[src/rtl/edit_field_sequencer_pkg.sv]
// Shared types and tables for the RTC field editor: FSM states, field indices,
// per-field wrap limits, reset values and the BCD helper used by the commit path.
package edit_field_pkg;

  localparam int FIELDS = 6;
  localparam int VW     = 7;
  localparam int SW     = 3;

  typedef logic [VW-1:0] field_t;

  typedef enum logic [1:0] {
    IDLE,
    EDIT,
    COMMIT
  } state_t;

  typedef enum logic [SW-1:0] {
    F_SEC   = 3'd0,
    F_MIN   = 3'd1,
    F_HOUR  = 3'd2,
    F_DAY   = 3'd3,
    F_MONTH = 3'd4,
    F_YEAR  = 3'd5
  } field_idx_t;

  localparam field_t FIELD_MIN [FIELDS] = '{7'd0, 7'd0, 7'd0, 7'd1, 7'd1, 7'd0};
  localparam field_t FIELD_MAX [FIELDS] = '{7'd59, 7'd59, 7'd23, 7'd31, 7'd12, 7'd99};
  localparam field_t FIELD_RESET [FIELDS] = '{7'd0, 7'd0, 7'd0, 7'd1, 7'd1, 7'd0};

  // Values never exceed 99, so both digits fit in a nibble.
  function automatic logic [7:0] to_bcd(input field_t v);
    return {4'(v / 7'd10), 4'(v % 7'd10)};
  endfunction

endpackage

[src/rtl/edit_field_sequencer_if.sv]
// Commit write port toward the RTC register writer: one word per accepted req/ack.
interface edit_field_sequencer_if;
  import edit_field_pkg::*;

  logic          wr_req;
  logic [SW-1:0] wr_addr;
  logic [7:0]    wr_data;
  logic          wr_ack;

  modport master (output wr_req, output wr_addr, output wr_data, input wr_ack);
  modport slave  (input wr_req, input wr_addr, input wr_data, output wr_ack);

endinterface

[src/rtl/edit_field_sequencer_field_wrap_step.sv]
// Single up/down step of a field value with wrap between its min and max limits.
module field_wrap_step
  import edit_field_pkg::*;
(
  input  field_t value,
  input  field_t lo,
  input  field_t hi,
  input  logic   up,
  input  logic   down,
  output field_t next_value
);

  always_comb begin
    next_value = value;
    if (up) begin
      next_value = (value == hi) ? lo : value + 7'd1;
    end else if (down) begin
      next_value = (value == lo) ? hi : value - 7'd1;
    end
  end

endmodule

[src/rtl/edit_field_sequencer.sv]
// Button-driven editor for the six RTC fields with cancel shadow and commit handshake.
// Optional BCD_OUT_EN: commit words carry BCD instead of zero-extended binary.
module edit_field_sequencer
  import edit_field_pkg::*;
(
  input  logic                  clk,
  input  logic                  rst,
  input  logic                  edit_btn,
  input  logic                  cancel,
  input  logic                  btn_up,
  input  logic                  btn_down,
  input  logic                  btn_right,
  input  logic                  btn_left,
  edit_field_sequencer_if.master wr,
  output logic                  edit_active,
  output logic [SW-1:0]         field_sel,
  output logic [VW-1:0]         field_val,
  output logic                  busy
);

  localparam int B_DOWN   = 0;
  localparam int B_UP     = 1;
  localparam int B_LEFT   = 2;
  localparam int B_RIGHT  = 3;
  localparam int B_EDIT   = 4;
  localparam int B_CANCEL = 5;
  localparam int NBTN     = 6;

  state_t        state_reg, state_next;
  logic [SW-1:0] field_sel_reg, field_sel_next;
  field_t        field_reg [FIELDS];
  field_t        field_next [FIELDS];
  field_t        shadow_reg [FIELDS];
  field_t        shadow_next [FIELDS];
  logic [NBTN-1:0] prev_reg;
  logic            wr_req_reg, wr_req_next;
  logic [SW-1:0]   wr_addr_reg, wr_addr_next;
  logic [7:0]      wr_data_reg, wr_data_next;

  logic [NBTN-1:0] btn_vec, edge_vec;
  logic act_cancel, act_edit, act_right, act_left, step_up, step_down;
  logic [FIELDS-1:0] sel_hot;
  field_t sel_val, sel_lo, sel_hi, step_val, word_val;

  function automatic logic [7:0] encode_word(input field_t v);
`ifdef BCD_OUT_EN
    return to_bcd(v);
`else
    return {1'b0, v};
`endif
  endfunction

  assign btn_vec  = {cancel, edit_btn, btn_right, btn_left, btn_up, btn_down};
  assign edge_vec = btn_vec & ~prev_reg;

  // Only the highest-priority edge in a cycle acts; lower ones are dropped.
  assign act_cancel = edge_vec[B_CANCEL];
  assign act_edit   = edge_vec[B_EDIT]  & ~edge_vec[B_CANCEL];
  assign act_right  = edge_vec[B_RIGHT] & ~|edge_vec[B_CANCEL:B_EDIT];
  assign act_left   = edge_vec[B_LEFT]  & ~|edge_vec[B_CANCEL:B_RIGHT];
  assign step_up    = (state_reg == EDIT) & edge_vec[B_UP]   & ~|edge_vec[B_CANCEL:B_LEFT];
  assign step_down  = (state_reg == EDIT) & edge_vec[B_DOWN] & ~|edge_vec[B_CANCEL:B_UP];

  generate
    for (genvar gi = 0; gi < FIELDS; gi++) begin : g_sel
      assign sel_hot[gi] = (field_sel_reg == SW'(gi));
    end
  endgenerate

  always_comb begin
    sel_val = '0;
    sel_lo  = '0;
    sel_hi  = '0;
    for (int i = 0; i < FIELDS; i++) begin
      if (sel_hot[i]) begin
        sel_val = field_reg[i];
        sel_lo  = FIELD_MIN[i];
        sel_hi  = FIELD_MAX[i];
      end
    end
  end

  field_wrap_step u_step (
    .value      (sel_val),
    .lo         (sel_lo),
    .hi         (sel_hi),
    .up         (step_up),
    .down       (step_down),
    .next_value (step_val)
  );

  always_comb begin
    state_next     = state_reg;
    field_sel_next = field_sel_reg;
    field_next     = field_reg;
    shadow_next    = shadow_reg;
    wr_req_next    = wr_req_reg;
    wr_addr_next   = wr_addr_reg;
    word_val       = '0;
    case (state_reg)
      IDLE: begin
        if (edge_vec[B_EDIT]) begin
          shadow_next    = field_reg;
          field_sel_next = F_SEC;
          state_next     = EDIT;
        end
      end
      EDIT: begin
        if (act_cancel) begin
          field_next = shadow_reg;
          state_next = IDLE;
        end else if (act_edit) begin
          state_next   = COMMIT;
          wr_req_next  = 1'b1;
          wr_addr_next = F_SEC;
        end else if (act_right) begin
          field_sel_next = (field_sel_reg == F_YEAR) ? F_SEC : field_sel_reg + 3'd1;
        end else if (act_left) begin
          field_sel_next = (field_sel_reg == F_SEC) ? F_YEAR : field_sel_reg - 3'd1;
        end else if (step_up || step_down) begin
          for (int i = 0; i < FIELDS; i++) begin
            if (sel_hot[i]) field_next[i] = step_val;
          end
        end
      end
      COMMIT: begin
        if (wr.wr_ack) begin
          if (wr_addr_reg == F_YEAR) begin
            state_next   = IDLE;
            wr_req_next  = 1'b0;
            wr_addr_next = '0;
          end else begin
            wr_addr_next = wr_addr_reg + 3'd1;
          end
        end
      end
      default: state_next = IDLE;
    endcase
    // Fields are frozen during COMMIT, so the word stays stable across stalls.
    for (int i = 0; i < FIELDS; i++) begin
      if (wr_addr_next == SW'(i)) word_val = field_reg[i];
    end
    wr_data_next = wr_req_next ? encode_word(word_val) : 8'h00;
  end

  always_ff @(posedge clk) begin
    if (rst) begin
      state_reg     <= IDLE;
      field_sel_reg <= '0;
      field_reg     <= FIELD_RESET;
      shadow_reg    <= FIELD_RESET;
      prev_reg      <= '0;
      wr_req_reg    <= 1'b0;
      wr_addr_reg   <= '0;
      wr_data_reg   <= '0;
    end else begin
      state_reg     <= state_next;
      field_sel_reg <= field_sel_next;
      field_reg     <= field_next;
      shadow_reg    <= shadow_next;
      prev_reg      <= btn_vec;
      wr_req_reg    <= wr_req_next;
      wr_addr_reg   <= wr_addr_next;
      wr_data_reg   <= wr_data_next;
    end
  end

  assign wr.wr_req   = wr_req_reg;
  assign wr.wr_addr  = wr_addr_reg;
  assign wr.wr_data  = wr_data_reg;
  assign edit_active = (state_reg == EDIT);
  assign busy        = (state_reg == COMMIT);
  assign field_sel   = field_sel_reg;
  assign field_val   = sel_val;

endmodule

[src/flat_wrapper.sv]
// flat-port wrapper written by rule: the top's interface ports become plain ports
module edit_field_sequencer_flat import edit_field_pkg::*;
  (clk, rst, edit_btn, cancel, btn_up, btn_down, btn_right, btn_left, edit_active, field_sel, field_val, busy, wr_wr_req, wr_wr_addr, wr_wr_data, wr_wr_ack);
  edit_field_sequencer_if wr_i ();
  input  logic clk;
  input  logic rst;
  input  logic edit_btn;
  input  logic cancel;
  input  logic btn_up;
  input  logic btn_down;
  input  logic btn_right;
  input  logic btn_left;
  output logic edit_active;
  output logic [SW-1:0] field_sel;
  output logic [VW-1:0] field_val;
  output logic busy;
  output wire logic [$bits(wr_i.wr_req)-1:0] wr_wr_req;
  output wire logic [$bits(wr_i.wr_addr)-1:0] wr_wr_addr;
  output wire logic [$bits(wr_i.wr_data)-1:0] wr_wr_data;
  input wire logic [$bits(wr_i.wr_ack)-1:0] wr_wr_ack;
  assign wr_wr_req = wr_i.wr_req;
  assign wr_wr_addr = wr_i.wr_addr;
  assign wr_wr_data = wr_i.wr_data;
  assign wr_i.wr_ack = wr_wr_ack;
  edit_field_sequencer u_core (.clk(clk), .rst(rst), .edit_btn(edit_btn), .cancel(cancel), .btn_up(btn_up), .btn_down(btn_down), .btn_right(btn_right), .btn_left(btn_left), .wr(wr_i), .edit_active(edit_active), .field_sel(field_sel), .field_val(field_val), .busy(busy));
endmodule
[config.mk]
export PLATFORM = sky130hd
export DESIGN_NAME = edit_field_sequencer_flat
export DESIGN_NICKNAME = d
export VERILOG_FILES = /design/src/rtl/edit_field_sequencer_pkg.sv /design/src/rtl/edit_field_sequencer_if.sv /design/src/rtl/edit_field_sequencer_field_wrap_step.sv /design/src/rtl/edit_field_sequencer.sv /design/src/flat_wrapper.sv
export SDC_FILE = /design/constraint.sdc
export NUM_CORES = 1
export LEC_CHECK = 0
export BUFFER_PORTS_ARGS = -buffer_cell sky130_fd_sc_hd__buf_4
export CORE_MARGIN = 5
export CORE_UTILIZATION = 50
export DETAILED_ROUTE_END_ITERATION = 16
export PLACE_DENSITY = 0.67
export SYNTH_ARGS = -nofsm -noshare
export SYNTH_HDL_FRONTEND = slang
export SYNTH_SLANG_ARGS = --single-unit
[constraint.sdc]
create_clock -name clk -period 6.5 [get_ports clk]
set_input_delay 0.975 -clock clk [delete_from_list [all_inputs] [get_ports clk]]
set_output_delay 0.975 -clock clk [all_outputs]
set_load 0.1 [all_outputs]
==> flow_metrics.py, run 1 <==
metrics = {
    "outcome": {
        "status": "complete, no violations",
    },
    "cts": {
        "cts.clk_slew.worst_paths_ps": 80,
        "cts_tree": "yes",
        "number_of_buffers_created_by_cts": 9,
        "hold_buffers": 0,
        "cts_setup_buffers": 0,
        "numClockSinks": 106,
        "ctsLongestPathBuffers": 2,
        "post_cts_resize_count": 0,
        "clk_latency_ps": 360,
        "cts_root_buffer": "clkbuf_16",
        "cts_h_tree_depth": 3,
    },
    "sta": {
        "skew_ps": 12.6,
        "grt_setup_unrepaired": "no",
        "final-setup-viol-count": 0,
        "max_slew.worst_pin.slew_ps": 1170,
        "fmax_mhz": 204,
        "final_hold_viols": 0,
        "fin_crit_sh": 0.755,
        "final_worst_path_period_need_ps": 4910,
        "slew_headroom": 0.215,
        "finalMaxSlewViolations": 0,
        "timing.setup.tns_ps": 0,
    },
    "die": {
        "die_footprint_um2": 13800,
        "starting_density_of_the_core": 0.508,
        "die-width_um": 118,
        "pin_count": 33,
        "fp.coreArea_um2": 11400,
        "row_count": 39,
        "chipHeight_um": 118,
    },
    "worst_hold_path": {
        "min_path_type": "flip-flop to flip-flop",
        "min_from": "u_core.shadow_reg[3]$_SDFFE_PP0P_",
        "whs_endpoint": "u_core.shadow_reg[3]$_SDFFE_PP0P_",
        "number_of_instances_on_the_worst_hold_path": 2,
    },
    "routing": {
        "ant_nets": 0,
        "route.detailed.drc": 0,
        "detailroute.via_count": 5670,
        "routed_via_density": 6.32,
        "drt_pre_antenna_iters": 7,
        "drt-initial-drc-count": 456,
        "detail_route.wirelength_mm": 18.4,
        "drt-wirelength-per-cell_um": 20.5,
    },
    "placement": {
        "detailed_place_hpwl_mm": 12.4,
        "finalWeightedCongestion": 0.936,
        "dp_cells": 881,
        "port-buffer-count": 31,
    },
    "final_layout": {
        "postLayoutCoreUtil": 0.561,
        "final_cells": 897,
        "filler_cell_count": 1080,
        "final_layout_size_suffix_gt1_frac": 0.111,
        "finalNetCount": 764,
        "flow.area_growth_from_synthesis_pct": 10.4,
        "insertedDiodeCount": 0,
    },
    "power_and_ir_drop": {
        "vdd.ir_drop.worst_v": 0.000195,
        "cellLeakagePower_nw": 2.16,
        "p_per_area_nw_per_um2": 229,
        "power_mw": 1.46,
    },
    "critical_path": {
        "timing.critical_path.slowest_cell_delay_ps": 800,
        "setup.worst_path.class": "flip-flop to flip-flop",
        "reg2regPathDepth": 12,
        "worstSetupStartpointType": "flip-flop",
        "maximum_fanout_encountered_on_the_critical_timing_path": 32,
        "timing.critical_path.buf_inv": 2,
        "cp_top_family": "compound AO/OA/AOI/OAI gates",
        "cp.required_ps": 6700,
        "end_kind": "flip-flop",
        "critical-path-slowest-cell": "o21ai_1",
        "r2r_start": "u_core.field_sel[1]$_SDFFE_PP0P_",
        "path_cells": "buf_4, inv_1, nor2_1, ha_1, or2_1, a221oi_1, o21ai_1, nand3_1, o221ai_2, a21oi_2, a32oi_1, a311oi_1",
        "crit_arrival_ps": 5110,
        "crit-reg2reg-capture": "u_core.field_reg[34]$_SDFFE_PP0P_",
        "worst-r2r-setup-slack_ps": 1590,
    },
    "flow_run": {
        "maxCapViolCount": 0,
    },
    "logic_synthesis": {
        "synth.ff_latch_count": 106,
        "synth_edf_count": 0,
        "synth_ff_type": "dfxtp_1",
        "synth_nets": 762,
        "number_of_synthesis_warnings": 0,
        "syn_avg_cell_area_um2": 7.74,
        "ys_seq_area_frac": 0.367,
        "ys_types": 72,
        "netlist_instances": 747,
        "syn-cell-area_um2": 5780,
        "synth_async_sr_flop_share": 0,
    },
    "grt": {
        "grt_first_pass_wirelength_mm": 29.6,
        "largest_net_degree_at_the_start_of_global_routing": 66,
        "grt.overflow.total": 0,
        "gr-usage-all-layers": 0.265,
        "number_of_global_route_vias_before_repair": 5342,
        "grt_antenna_before_repair": 0,
    },
}
## cell usage after synthesis, types with 11 or more instances
| cell type | number | area (um2) |
|---|---|---|
| nor2b_1 | 13 | 81.3 |
| nor2_1 | 78 | 293 |
| a31oi_1 | 11 | 68.8 |
| nand2_1 | 139 | 522 |
| clkbuf_1 | 38 | 143 |
| a211oi_1 | 16 | 120 |
| dfxtp_1 | 106 | 2120 |
| a21oi_1 | 61 | 305 |
| o21ai_0 | 22 | 110 |
| mux2i_1 | 22 | 220 |
| a311oi_1 | 27 | 236 |
| nand3_1 | 17 | 85.1 |
| inv_1 | 24 | 90.1 |
## where the power goes
| group | total (mW) | switching (mW) | internal, mW |
|---|---|---|---|
| registers | 0.677 | 0.0137 | 0.664 |
| clock network | 0.543 | 0.273 | 0.271 |
| logic | 0.241 | 0.177 | 0.0645 |
## worst register-to-register path: cells and delay by family, from the launching register on
family / cells / cell delay, ps
AOI/OAI and AO/OA: 6 / 2520
and+or+nand+nor: 3 / 830
adders and majority gates: 1 / 580
buffers and inverters: 2 / 510
DFF: 1 / 310
## layout by cell type (no fill, tap or decap), types with 9 or more instances in the layout
master     instances
a311oi_1          27
a211oi_1          16
nand3_1           17
nand2_1          139
o21ai_0           22
nor2_1            78
a31oi_1           10
clkbuf_16          9
nor3_1             9
mux2i_1           22
buf_4             46
a21oi_1           61
inv_1             24
nor2b_1           12
dfxtp_1          106
## kinds of logic (layout without fill, tap and decap cells)
group / count (synthesis) / after routing / synth area share
AOI/OAI and AO/OA: 210 / 210 / 0.263
xor gates and xnor gates: 5 / 5 / 0.00758
adders and majority gates: 6 / 6 / 0.0130
buffers and inverters: 83 / 90 / 0.0574
DFF: 106 / 106 / 0.367
muxes: 23 / 23 / 0.0401
other: 1 / 1 / 0.000649
and+or+nand+nor: 313 / 313 / 0.251
## per-layer routing
metal	vias up	global-route usage	routed length [um]
met4	0	0.108	507
met3	38	0.0380	1310
met2	240	0.431	8730
li1	2682	-	-
met5	-	0	0
met1	2710	0.355	7890
## worst max path at each step
stage | end | cells after the start | startpoint | slack [ps]
4_1_cts | u_core.field_reg[11]$_SDFFE_PP0P_ | 11 | u_core.field_sel[1]$_SDFFE_PP0P_ | 1670
3_3_place_gp | u_core.field_reg[25]$_SDFFE_PP0P_ | 11 | u_core.field_sel[1]$_SDFFE_PP0P_ | 1680
6_report | u_core.field_reg[34]$_SDFFE_PP0P_ | 12 | u_core.field_sel[1]$_SDFFE_PP0P_ | 1590
5_1_grt | u_core.field_reg[13]$_SDFFE_PP0P_ | 12 | u_core.field_sel[1]$_SDFFE_PP0P_ | 1290
3_5_place_dp | u_core.field_reg[25]$_SDFFE_PP0P_ | 11 | u_core.field_sel[1]$_SDFFE_PP0P_ | 1680
2_1_floorplan | u_core.field_reg[32]$_SDFFE_PP0P_ | 14 | u_core.field_sel[2]$_SDFFE_PP0P_ | 1710
## layout make-up
type | instances | area, um2 | area share
repair buffers | 46 | 345 | 0.0541
clock inverters | 7 | 70.1 | 0.0110
inverters | 28 | 105 | 0.0165
clock buffers | 9 | 225 | 0.0353
flip-flops and latches | 106 | 2120 | 0.333
multi-input cells | 558 | 3330 | 0.523
well taps | 143 | 179 | 0.0280
## metrics by stage
stage	area, um2	hold WS, ps	setup WS (ps)
finish	6380	457	1590
global route	6380	477	1290
CTS	6380	459	1670
detailed placement	6090	447	1680
global placement	6090	439	1680
floorplan	5780	432	1710
Note: power is estimated with default switching activity, not from simulation.
==> run 2, diff against run 1 <==
--- a/config.mk
+++ b/config.mk
@@ -9,7 +9,7 @@
 export CORE_MARGIN = 5
 export CORE_UTILIZATION = 50
 export DETAILED_ROUTE_END_ITERATION = 16
-export PLACE_DENSITY = 0.67
+export PLACE_DENSITY = 0.7
 export SYNTH_ARGS = -nofsm -noshare
 export SYNTH_HDL_FRONTEND = slang
 export SYNTH_SLANG_ARGS = --single-unit
==> constraint.sdc (replaced) <==
create_clock -name clk -period 4 [get_ports clk]
set_input_delay 0.6 -clock clk [delete_from_list [all_inputs] [get_ports clk]]
set_output_delay 0.6 -clock clk [all_outputs]
set_load 0.1 [all_outputs]
==> run 2 against run 1 <==
  * Worst hold slack worse by 2.5 ps
  * First-iteration DRC count grew 0.88%
  * Die area unchanged
  * Worst setup slack worse by 1300 ps
  * Global-route usage fell by 1.9 points
  * Sequential power increased by 62%
  * Sequential share of layout area decreased by 0.29 points
  * Utilization up 0.79 points
  * Critical endpoint is now u_core.field_reg[29]$_SDFFE_PP0P_
  * Largest power group unchanged
==> flow_metrics.py, run 2 (synthesis results as in run 1) <==
metrics = {
    "final_layout": {
        "final_cells": 907,
        "final_area_um2": 6470,
        "finalNetCount": 775,
        "flow.area_growth_from_synthesis_pct": 12.0,
        "insertedDiodeCount": 0,
        "postLayoutCoreUtil": 0.569,
        "final_layout_size_suffix_gt1_frac": 0.128,
        "layout_commonest_cell": "nand2_1",
        "final_cell_mix": "nand2_1, dfxtp_1, nor2_1",
    },
    "critical_path": {
        "worst-r2r-setup-slack_ps": 280,
        "r2r_start": "u_core.field_sel[1]$_SDFFE_PP0P_",
        "crit_arrival_ps": 3910,
        "worstSetupStartpointType": "flip-flop",
        "end_kind": "flip-flop",
        "cp.required_ps": 4200,
        "crit-reg2reg-capture": "u_core.field_reg[29]$_SDFFE_PP0P_",
        "maximum_fanout_encountered_on_the_critical_timing_path": 32,
        "reg2regPathDepth": 12,
        "setup.worst_path.class": "flip-flop to flip-flop",
    },
    "worst_hold_path": {
        "number_of_instances_on_the_worst_hold_path": 2,
        "whs_endpoint": "u_core.shadow_reg[2]$_SDFFE_PP0P_",
        "min_from": "u_core.shadow_reg[2]$_SDFFE_PP0P_",
        "min_path_type": "flip-flop to flip-flop",
    },
    "power_and_ir_drop": {
        "p_per_area_nw_per_um2": 361,
        "netSwitchingFraction": 0.301,
        "power.share.clock": 0.360,
        "vdd.ir_drop.worst_v": 0.000375,
        "pwr-share-seq": 0.472,
        "total_switching_power_uw": 704,
        "power_mw": 2.34,
        "pwr-share-comb": 0.168,
        "internal_power_mw": 1.63,
        "cellLeakagePower_nw": 2.19,
    },
    "routing": {
        "ant_nets": 0,
        "drt-initial-drc-count": 460,
        "routed_via_density": 6.20,
        "detail_route.wirelength_mm": 17.8,
        "drt-wirelength-per-cell_um": 19.6,
        "route.detailed.drc": 0,
        "drt_pre_antenna_iters": 5,
        "detailroute.via_count": 5626,
    },
    "cts": {
        "cts_tree": "yes",
        "numClockSinks": 106,
        "cts_root_buffer": "clkbuf_16",
        "ctsLongestPathBuffers": 2,
        "clk_latency_ps": 350,
        "hold_buffers": 0,
        "number_of_buffers_created_by_cts": 9,
        "cts_h_tree_depth": 3,
        "cts.clk_slew.worst_paths_ps": 70,
    },
    "placement": {
        "dpl-instance-area_um2": 6190,
        "dp_cells": 892,
        "port-buffer-count": 31,
        "finalWeightedCongestion": 1.01,
        "worst_slack_at_placement_ps": 264,
        "detailed_place_hpwl_mm": 12.7,
    },
    "sta": {
        "fin_worst_hold_slack_ps": 455,
        "grt_setup_unrepaired": "no",
        "finalMaxSlewViolations": 0,
        "slew_headroom": 0.157,
        "final_hold_viols": 0,
        "final-setup-viol-count": 0,
        "final_worst_path_period_need_ps": 3720,
        "max_slew.worst_pin.slew_ps": 1260,
        "skew_ps": 8.02,
        "fmax_mhz": 269,
        "fin_crit_sh": 0.929,
        "post-route-worst-setup-slack_ps": 285,
        "timing.setup.tns_ps": 0,
    },
    "die": {
        "row_count": 39,
        "fp.coreArea_um2": 11400,
        "pin_count": 33,
        "starting_density_of_the_core": 0.508,
        "chipHeight_um": 118,
        "die-width_um": 118,
        "die_footprint_um2": 13800,
    },
    "grt": {
        "grt_antenna_before_repair": 0,
        "grt_first_pass_wirelength_mm": 27.8,
        "largest_net_degree_at_the_start_of_global_routing": 71,
        "gr-usage-all-layers": 0.247,
        "number_of_global_route_vias_before_repair": 5147,
        "grt.overflow.total": 0,
    },
    "outcome": {
        "status": "complete, no violations",
    },
    "flow_run": {
        "maxCapViolCount": 0,
    },
}
## run 2: final cells by class
| type | count | area [um2] |
|---|---|---|
| Sequential cell | 106 | 2130 |
| Inverter | 28 | 111 |
| Timing Repair Buffer | 57 | 428 |
| Tap cell | 143 | 179 |
| Clock inverter | 4 | 36.3 |
| Multi-Input combinational cell | 558 | 3340 |
| Clock buffer | 11 | 243 |
| Fill cell | 1071 | 4900 |
## run 2: what timing repair did
action,in CTS,in global routing
resized for setup,0,1
setup endpoints to repair,0,6
buffers inserted,0,0
## run 2: routing by layer
layer / GRT usage / wire, um / up-vias
met5: 0 / 0 / -
met4: 0.0889 / 436 / 0
met3: 0.0524 / 1250 / 33
met2: 0.388 / 8310 / 209
met1: 0.334 / 7770 / 2684
li1: - / - / 2700
## run 2: power groups by stage
stage | clock network [mW] | registers [mW] | logic, mW
final | 0.841 | 1.10 | 0.393
after global routing | 0.905 | 1.11 | 0.421
after CTS | 0.860 | 1.10 | 0.391
after detailed placement | 0 | 1.13 | 0.389
after global placement | 0 | 1.13 | 0.386
after floorplan | 0 | 1.12 | 0.282
## run 2: critical path, cell delays in order (launching register included)
cell and delay [ps]:
dfxtp_4 540, inv_1 150, nor2_1 200, ha_1 190, or2_1 290, a221oi_1 100
a311oi_2 290, inv_2 130, o32a_1 380, o221ai_2 360, a211oi_1 150, o31ai_2 570
o32ai_1 190
## run 2: how the worst max path moves through the flow
stage | from | to | slack, ps | cells after the start
5_1_grt | u_core.field_sel[0]$_SDFFE_PP0P_ | u_core.field_reg[12]$_SDFFE_PP0P_ | 60 | 12
3_5_place_dp | u_core.field_sel[1]$_SDFFE_PP0P_ | u_core.field_reg[24]$_SDFFE_PP0P_ | 260 | 11
4_1_cts | u_core.field_sel[1]$_SDFFE_PP0P_ | u_core.field_reg[24]$_SDFFE_PP0P_ | 230 | 11
6_report | u_core.field_sel[1]$_SDFFE_PP0P_ | u_core.field_reg[29]$_SDFFE_PP0P_ | 280 | 12
3_3_place_gp | u_core.field_sel[1]$_SDFFE_PP0P_ | u_core.field_reg[10]$_SDFFE_PP0P_ | 350 | 11
2_1_floorplan | u_core.field_sel[2]$_SDFFE_PP0P_ | u_core.field_reg[32]$_SDFFE_PP0P_ | 50 | 14
